[config.mk]
export PLATFORM = sky130hd
export DESIGN_NAME = spi_command_sequencer
export DESIGN_NICKNAME = d
export VERILOG_FILES = /design/src/rtl/spi_seq_pkg.sv /design/src/rtl/spi_seq_table.sv /design/src/rtl/spi_command_sequencer.sv
export SDC_FILE = /design/constraint.sdc
export NUM_CORES = 2
export LEC_CHECK = 0
export ABC_AREA = 1
export CORE_MARGIN = 5
export CORE_UTILIZATION = 38
export CTS_CLUSTER_DIAMETER = 120
export DETAILED_ROUTE_END_ITERATION = 16
export GPL_TIMING_DRIVEN = 0
export HOLD_SLACK_MARGIN = 0.08
export PLACE_DENSITY = 0.5
export SKIP_LAST_GASP = 1
export SLEW_MARGIN = 30
export SYNTH_ARGS = -nofsm -noshare
export SYNTH_HDL_FRONTEND = slang
export SYNTH_SLANG_ARGS = --single-unit
[constraint.sdc]
create_clock -name clk -period 2.37 [get_ports clk]
set_clock_uncertainty 0.15 [all_clocks]
set_input_delay 0.237 -clock clk [delete_from_list [all_inputs] [get_ports clk]]
set_output_delay 0.237 -clock clk [all_outputs]
set_load 0.01 [all_outputs]
[src/rtl/spi_seq_pkg.sv]
// spi_seq_pkg: opcodes, status bit positions and FSM encoding shared by the SPI command sequencer
package spi_seq_pkg;
  localparam logic [1:0] OP_XFER  = 2'b00;
  localparam logic [1:0] OP_DELAY = 2'b01;
  localparam logic [1:0] OP_END   = 2'b10;
  localparam int ST_BUSY     = 31;
  localparam int ST_RUN      = 30;
  localparam int ST_CPU_PEND = 29;
  localparam int ST_OVERRUN  = 28;
  localparam int ST_TIMEOUT  = 27;
  localparam int ST_DONE     = 26;
  localparam logic [3:0] S_IDLE       = 4'd0;
  localparam logic [3:0] S_ARB        = 4'd1;
  localparam logic [3:0] S_FETCH      = 4'd2;
  localparam logic [3:0] S_ISSUE      = 4'd3;
  localparam logic [3:0] S_WAIT_START = 4'd4;
  localparam logic [3:0] S_WAIT_DONE  = 4'd5;
  localparam logic [3:0] S_DELAY      = 4'd6;
  localparam logic [3:0] S_END        = 4'd7;
  localparam logic [3:0] S_ERROR      = 4'd8;
endpackage

[src/rtl/spi_seq_table.sv]
// spi_seq_table: simple dual-port command table, synchronous write and registered read
module spi_seq_table #(
  parameter int ADDR_WIDTH = 6
) (
  input  logic                  clk,
  input  logic                  wr_en,
  input  logic [ADDR_WIDTH-1:0] wr_addr,
  input  logic [31:0]           wr_data,
  input  logic [ADDR_WIDTH-1:0] rd_addr,
  output logic [31:0]           rd_data
);
  logic [31:0] mem [2**ADDR_WIDTH];
  always_ff @(posedge clk) begin
    if (wr_en) mem[wr_addr] <= wr_data;
    rd_data <= mem[rd_addr];
  end
endmodule

[src/rtl/spi_command_sequencer.sv]
// spi_command_sequencer: shares one SPI engine between direct CPU transfers and a table-driven script
module spi_command_sequencer
  import spi_seq_pkg::*;
#(
  parameter int    ADDR_WIDTH    = 6,
  parameter int    START_TIMEOUT = 8,
  parameter int    XFER_TIMEOUT  = 4096,
  parameter string DEBUG         = "false"
) (
  input  logic                  clk,
  input  logic                  rst_n,
  input  logic                  cpuStrobe,
  input  logic [31:0]           cpuCommand,
  input  logic                  tableWrStrobe,
  input  logic [ADDR_WIDTH-1:0] tableWrAddr,
  input  logic [31:0]           tableWrData,
  input  logic                  seqStart,
  input  logic                  seqAbort,
  input  logic                  clrErrors,
  (* mark_debug = DEBUG *) output logic spiStrobe,
  output logic [31:0]           spiCommand,
  (* mark_debug = DEBUG *) input logic [31:0] spiStatus,
  output logic [31:0]           status,
  output logic [23:0]           readData
);
  localparam int TW = $clog2((XFER_TIMEOUT > START_TIMEOUT ? XFER_TIMEOUT : START_TIMEOUT) + 1);
  (* mark_debug = DEBUG *) logic [3:0] state;
  logic cpu_pending, cpu_overrun, timeout_err, seq_done, seq_running, abort_pend, from_cpu, yield_seq;
  logic [31:0] cpu_cmd, entry;
  logic [ADDR_WIDTH-1:0] seq_ptr;
  logic [23:0] dly;
  logic [TW-1:0] timer;
  logic abort_now, seq_ok, cpu_win, cpu_clear, ovr_set, err_set, advance, ptr_last, busy, unused_status;
  spi_seq_table #(.ADDR_WIDTH(ADDR_WIDTH)) u_table (
    .clk(clk), .wr_en(tableWrStrobe), .wr_addr(tableWrAddr), .wr_data(tableWrData),
    .rd_addr(seq_ptr), .rd_data(entry)
  );
  assign abort_now = abort_pend | seqAbort;
  assign seq_ok    = seq_running & ~abort_now;
  // after a CPU grant during a running script the sequencer gets the next turn
  assign cpu_win   = cpu_pending & ~(yield_seq & seq_ok);
  assign cpu_clear = (state == S_ARB && cpu_win) || state == S_ERROR;
  assign ovr_set   = cpuStrobe & cpu_pending & ~cpu_clear;
  assign err_set   = (state == S_WAIT_START && !spiStatus[31] && timer == TW'(START_TIMEOUT - 1)) ||
                     (state == S_WAIT_DONE && spiStatus[31] && timer == TW'(XFER_TIMEOUT - 1));
  assign advance   = (state == S_DELAY && dly == 24'd1) || (state == S_WAIT_DONE && !spiStatus[31] && !from_cpu);
  assign ptr_last  = seq_ptr == {ADDR_WIDTH{1'b1}};
  assign busy      = (state != S_IDLE) | cpu_pending;
  assign unused_status = &{1'b0, spiStatus[30:24]};
  always_comb begin
    status = '0;
    status[ST_BUSY] = busy;
    status[ST_RUN] = seq_running;
    status[ST_CPU_PEND] = cpu_pending;
    status[ST_OVERRUN] = cpu_overrun;
    status[ST_TIMEOUT] = timeout_err;
    status[ST_DONE] = seq_done;
    status[23:16] = 8'(seq_ptr);
    status[15:0] = readData[15:0];
  end
  always_ff @(posedge clk or negedge rst_n) begin
    if (!rst_n) begin
      state <= S_IDLE;
      spiStrobe <= 1'b0;
      spiCommand <= '0;
      readData <= '0;
      cpu_pending <= 1'b0;
      cpu_overrun <= 1'b0;
      timeout_err <= 1'b0;
      seq_done <= 1'b0;
      seq_running <= 1'b0;
      abort_pend <= 1'b0;
      from_cpu <= 1'b0;
      yield_seq <= 1'b0;
      cpu_cmd <= '0;
      seq_ptr <= '0;
      dly <= '0;
      timer <= '0;
    end else begin
      spiStrobe <= 1'b0;
      cpu_overrun <= ovr_set | (cpu_overrun & ~clrErrors);
      timeout_err <= err_set | (timeout_err & ~clrErrors);
      if (cpu_clear) cpu_pending <= 1'b0;
      if (cpuStrobe && !ovr_set) begin
        cpu_pending <= 1'b1;
        cpu_cmd <= cpuCommand;
      end
      if (seqAbort && seq_running) abort_pend <= 1'b1;
      if (advance) begin
        if (ptr_last) begin
          seq_running <= 1'b0;
          seq_done <= 1'b1;
        end else seq_ptr <= seq_ptr + 1'b1;
      end
      case (state)
        S_IDLE: if (cpu_pending || seq_running) state <= S_ARB;
        S_ARB: begin
          if (abort_now) begin
            seq_running <= 1'b0;
            abort_pend <= 1'b0;
          end
          if (cpu_win) begin
            spiCommand <= cpu_cmd;
            spiStrobe <= 1'b1;
            from_cpu <= 1'b1;
            yield_seq <= seq_ok;
            state <= S_ISSUE;
          end else if (seq_ok) begin
            from_cpu <= 1'b0;
            yield_seq <= 1'b0;
            state <= S_FETCH;
          end else state <= S_IDLE;
        end
        S_FETCH: begin
          if (entry[29:28] == OP_XFER) begin
            spiCommand <= {entry[31:30], 2'b00, entry[27:0]};
            spiStrobe <= 1'b1;
            state <= S_ISSUE;
          end else if (entry[29:28] == OP_DELAY) begin
            dly <= (entry[23:0] == 24'd0) ? 24'd1 : entry[23:0];
            state <= S_DELAY;
          end else state <= S_END;
        end
        S_ISSUE: begin
          timer <= '0;
          state <= S_WAIT_START;
        end
        S_WAIT_START: begin
          if (spiStatus[31]) begin
            timer <= '0;
            state <= S_WAIT_DONE;
          end else if (err_set) state <= S_ERROR;
          else timer <= timer + 1'b1;
        end
        S_WAIT_DONE: begin
          if (!spiStatus[31]) begin
            readData <= spiStatus[23:0];
            state <= (cpu_pending || seq_running) ? S_ARB : S_IDLE;
          end else if (err_set) state <= S_ERROR;
          else timer <= timer + 1'b1;
        end
        S_DELAY: if (dly == 24'd1) state <= S_ARB; else dly <= dly - 1'b1;
        S_END: begin
          seq_running <= 1'b0;
          seq_done <= 1'b1;
          abort_pend <= 1'b0;
          state <= S_ARB;
        end
        S_ERROR: begin
          seq_running <= 1'b0;
          abort_pend <= 1'b0;
          state <= S_IDLE;
        end
        default: state <= S_IDLE;
      endcase
      if (seqStart && !seq_running) begin
        seq_ptr <= '0;
        seq_running <= 1'b1;
        seq_done <= 1'b0;
        abort_pend <= 1'b0;
      end
    end
  end
endmodule

==> reports/qor.txt <==
Status: finished with violations
Failing checks: setup timing
Final Power: 135 mW
Syn Area/Cell: 11.9 µm²
Die Wd: 496 µm
Final WS setup: -0.398 ns
Vias in the first global route: 61.6k
Met2 routed wirelength: 167 mm
WL final: 385 mm
Worst R2R Path Depth: 14
RSZ-0062 raised after global routing: yes
Period utilization: 117%
Final nets: 8,461
Max-slew violation count: 0
Leak pwr: 41.0 nW
Hold depth: 2
WL/cell: 32.9 µm
Post-synth EDFFs: 2,048
Worst skew pair latency: 0.94 ns
Final Hold Vio Count: 0
Setup violators final: 34
Worst R2R Setup Slack: -0.40 ns
Max incr delay on CP: 0.39 ns
Port bufs: 181
Post-route ant nets: 0
Uppermost routed layer: met5
CP max FO: 10
Antenna violations before repair: 31
Worst min-delay path class: in2reg
Layout cells sized above 1: 19.2%
DRT Pass-1 Iters: 8
Vias after detailed routing: 67.4k
Syn Inst Count: 7,537
Synth-to-layout area growth: 28.1%
CTS tree: done
Max Cap Viol: 0
Worst R2R End: u_table.rd_data[5]
Vias per std cell: 5.76
Longest Clk Path Bufs: 3
Most used DFF post-synth: edfxtp_1
# IOs: 198
Worst Path Arrival: 3.39 ns
Yosys cell types: 40
Core area: 235,000 µm²
Power per standard cell area: 1170 nW/µm²
Slew headroom: 19.7%
Wl on met1: 157 mm
Endpoint class of the critical path: flop
Placement Rows: 178
Root Buffer: clkbuf_16
# clock sinks: 2,224
Post-route DRC: 0
Max Fclk: 361 MHz
Slew @ Worst Pin: 1.20 ns
Overall die height: 496 µm
Worst-path clk slew: 0.06 ns
Pin count of the biggest net entering global routing: 79
Crit-path cells: buf_12, clkinv_16, buf_16, buf_16, buf_12, buf_4, nand2_1, nand3_1, nand3_1, nand2_2, nand2_1, nand3_2, nand3_4, nand3_4
H-tree Lvls: 4
Synth Register Bits: 2,224
Yosys warns: 0
Fin crit period: 2.77 ns
Starting DRT DRC Count: 10.8k
Worst VDD drop: 845 µV
Data required, critical path: 3.00 ns
Fraction of registers with async set/reset: 6.47%
Starting Density: 38.2%
Total Die Area: 246,000 µm²
First-pass GRT wire length: 517 mm
Crit Path Class: reg2reg
RR Startpoint: seq_ptr[0]
Placer Congestion: 0.982
Overflow left after global routing: 0
Detailed Place HPWL: 275 mm
Crit start category: flop
CTS buffer count: 234
DR WL met3: 45.0 mm
Min-delay src: tableWrData[21]
Synth Cell Area: 89,700 µm²
Sequential share of the synthesized area: 73.3%
Critical-path top delay cell: dfrtp_2
Hold WS: 0.127 ns
Worst Hold End: u_table.mem[34][21]
Total GRT Usage: 30.6%
[cell usage in the layout (no fill, tap or decap), types with 55 or more instances in the layout]
cell,count
buf_6,99
clkinv_1,63
nand2_1,1525
clkdlybuf4s50_1,125
o211ai_1,251
nor2_1,873
buf_16,160
o21ai_0,522
nand3_4,102
nor2_4,62
nand3_2,205
nand2_2,89
clkbuf_4,55
dlygate4sd3_1,110
dfrtp_1,133
nand3_1,864
inv_1,72
clkbuf_16,239
buf_2,68
clkbuf_1,106
clkbuf_2,100
edfxtp_1,2048
buf_4,187
[sequential cells by signal (all words and copies together), names as in the netlist, 4 cells and up]
name             cells
state                4
dly                 24
spiCommand          32
seq_ptr              6
readData            24
cpu_cmd             32
u_table.rd_data     32
u_table.mem       2048
timer               13
[routing by layer]
metal	up-vias	global-route usage [%]
li1	28600	-
met1	34100	44.0
met2	4155	45.1
met3	612	7.11
met4	6	11.9
met5	-	0
[where the power goes]
group	switching (mW)	internal [mW]
Combinational	37.4	16.1
Clock	16.0	19.7
Sequential	1.20	44.5
Total	54.5	80.3
[worst max path at each step]
| stage | start | endpoint | cells past startpoint |
|---|---|---|---|
| floorplan | tableWrStrobe | u_table.mem[48][0] | 3 |
| global placement | rst_n | readData[11] | 1 |
| detailed placement | seq_ptr[2] | u_table.rd_data[14] | 10 |
| CTS | tableWrAddr[3] | u_table.mem[48][19] | 8 |
| global route | seq_ptr[0] | u_table.rd_data[30] | 13 |
| finish | seq_ptr[0] | u_table.rd_data[5] | 14 |
[metrics by stage]
step,utilization (%),setup TNS (ns),worst slack (ns),cells,instance area (µm²)
6_report,48.9,-10.78,-0.398,11700,115000
3_3_place_gp,40.8,-8590.73,-5.55,10900,95800
2_1_floorplan,-,-416.78,-0.494,7540,90000
4_1_cts,47.9,-29.43,-0.422,11700,113000
3_5_place_dp,42.9,-1368.78,-2.09,11100,101000
5_1_grt,48.9,-10.34,-0.373,11700,115000
[final cells by class]
class	instances	area [µm²]
fill	20500	120000
sequential	2224	65800
multi-input combinational	4718	24600
timing repair buffer	573	8590
clock buffer	300	6170
buffer	506	4220
tap	3150	3940
clock inverter	133	1130
inverter	91	387
antenna	19	47.5
[cell families after synthesis]
| group | count (synthesis) | share of synthesized area (%) |
|---|---|---|
| AOI/OAI and AO/OA | 886 | 5.73 |
| adders and majority gates | 4 | 0.0558 |
| xor gates and xnor gates | 7 | 0.0684 |
| other | 1 | 0.00418 |
| and+or+nand+nor | 3817 | 17.8 |
| buffers and inverters | 598 | 3.02 |
| DFF | 2224 | 73.3 |
[critical path, delay by kind of cell, from the launching register on]
family | cells | cell delay [ns]
and+or+nand+nor | 8 | 1.05
buffers and inverters | 6 | 0.93
DFF | 1 | 0.39
[synth_stat cells, types with 23 or more instances]
cell type / number / area share [%]
edfxtp_1: 2048 / 69
buf_2: 177 / 0.99
clkbuf_1: 221 / 0.93
nand3_1: 1168 / 6.5
nand4_1: 23 / 0.16
dfxtp_1: 32 / 0.71
nand2_1: 1649 / 6.9
buf_4: 46 / 0.39
buf_1: 54 / 0.23
a31oi_1: 30 / 0.21
o21ai_0: 544 / 3.0
o211ai_1: 251 / 2.1
dfrtp_1: 144 / 4.0
nor2_1: 940 / 3.9
a21oi_1: 37 / 0.21
inv_1: 77 / 0.32
[repair_timing]
item | CTS | global route
gates resized for setup | 901 | 486
endpoints found under the setup margin | 221 | 206
endpoints found under the hold margin | 2407 | 77
setup buffers | 19 | 39
pin swaps | 69 | 174
hold buffers | 109 | 1
gates cloned | 7 | 1
Power figures use the tool's default switching activity.
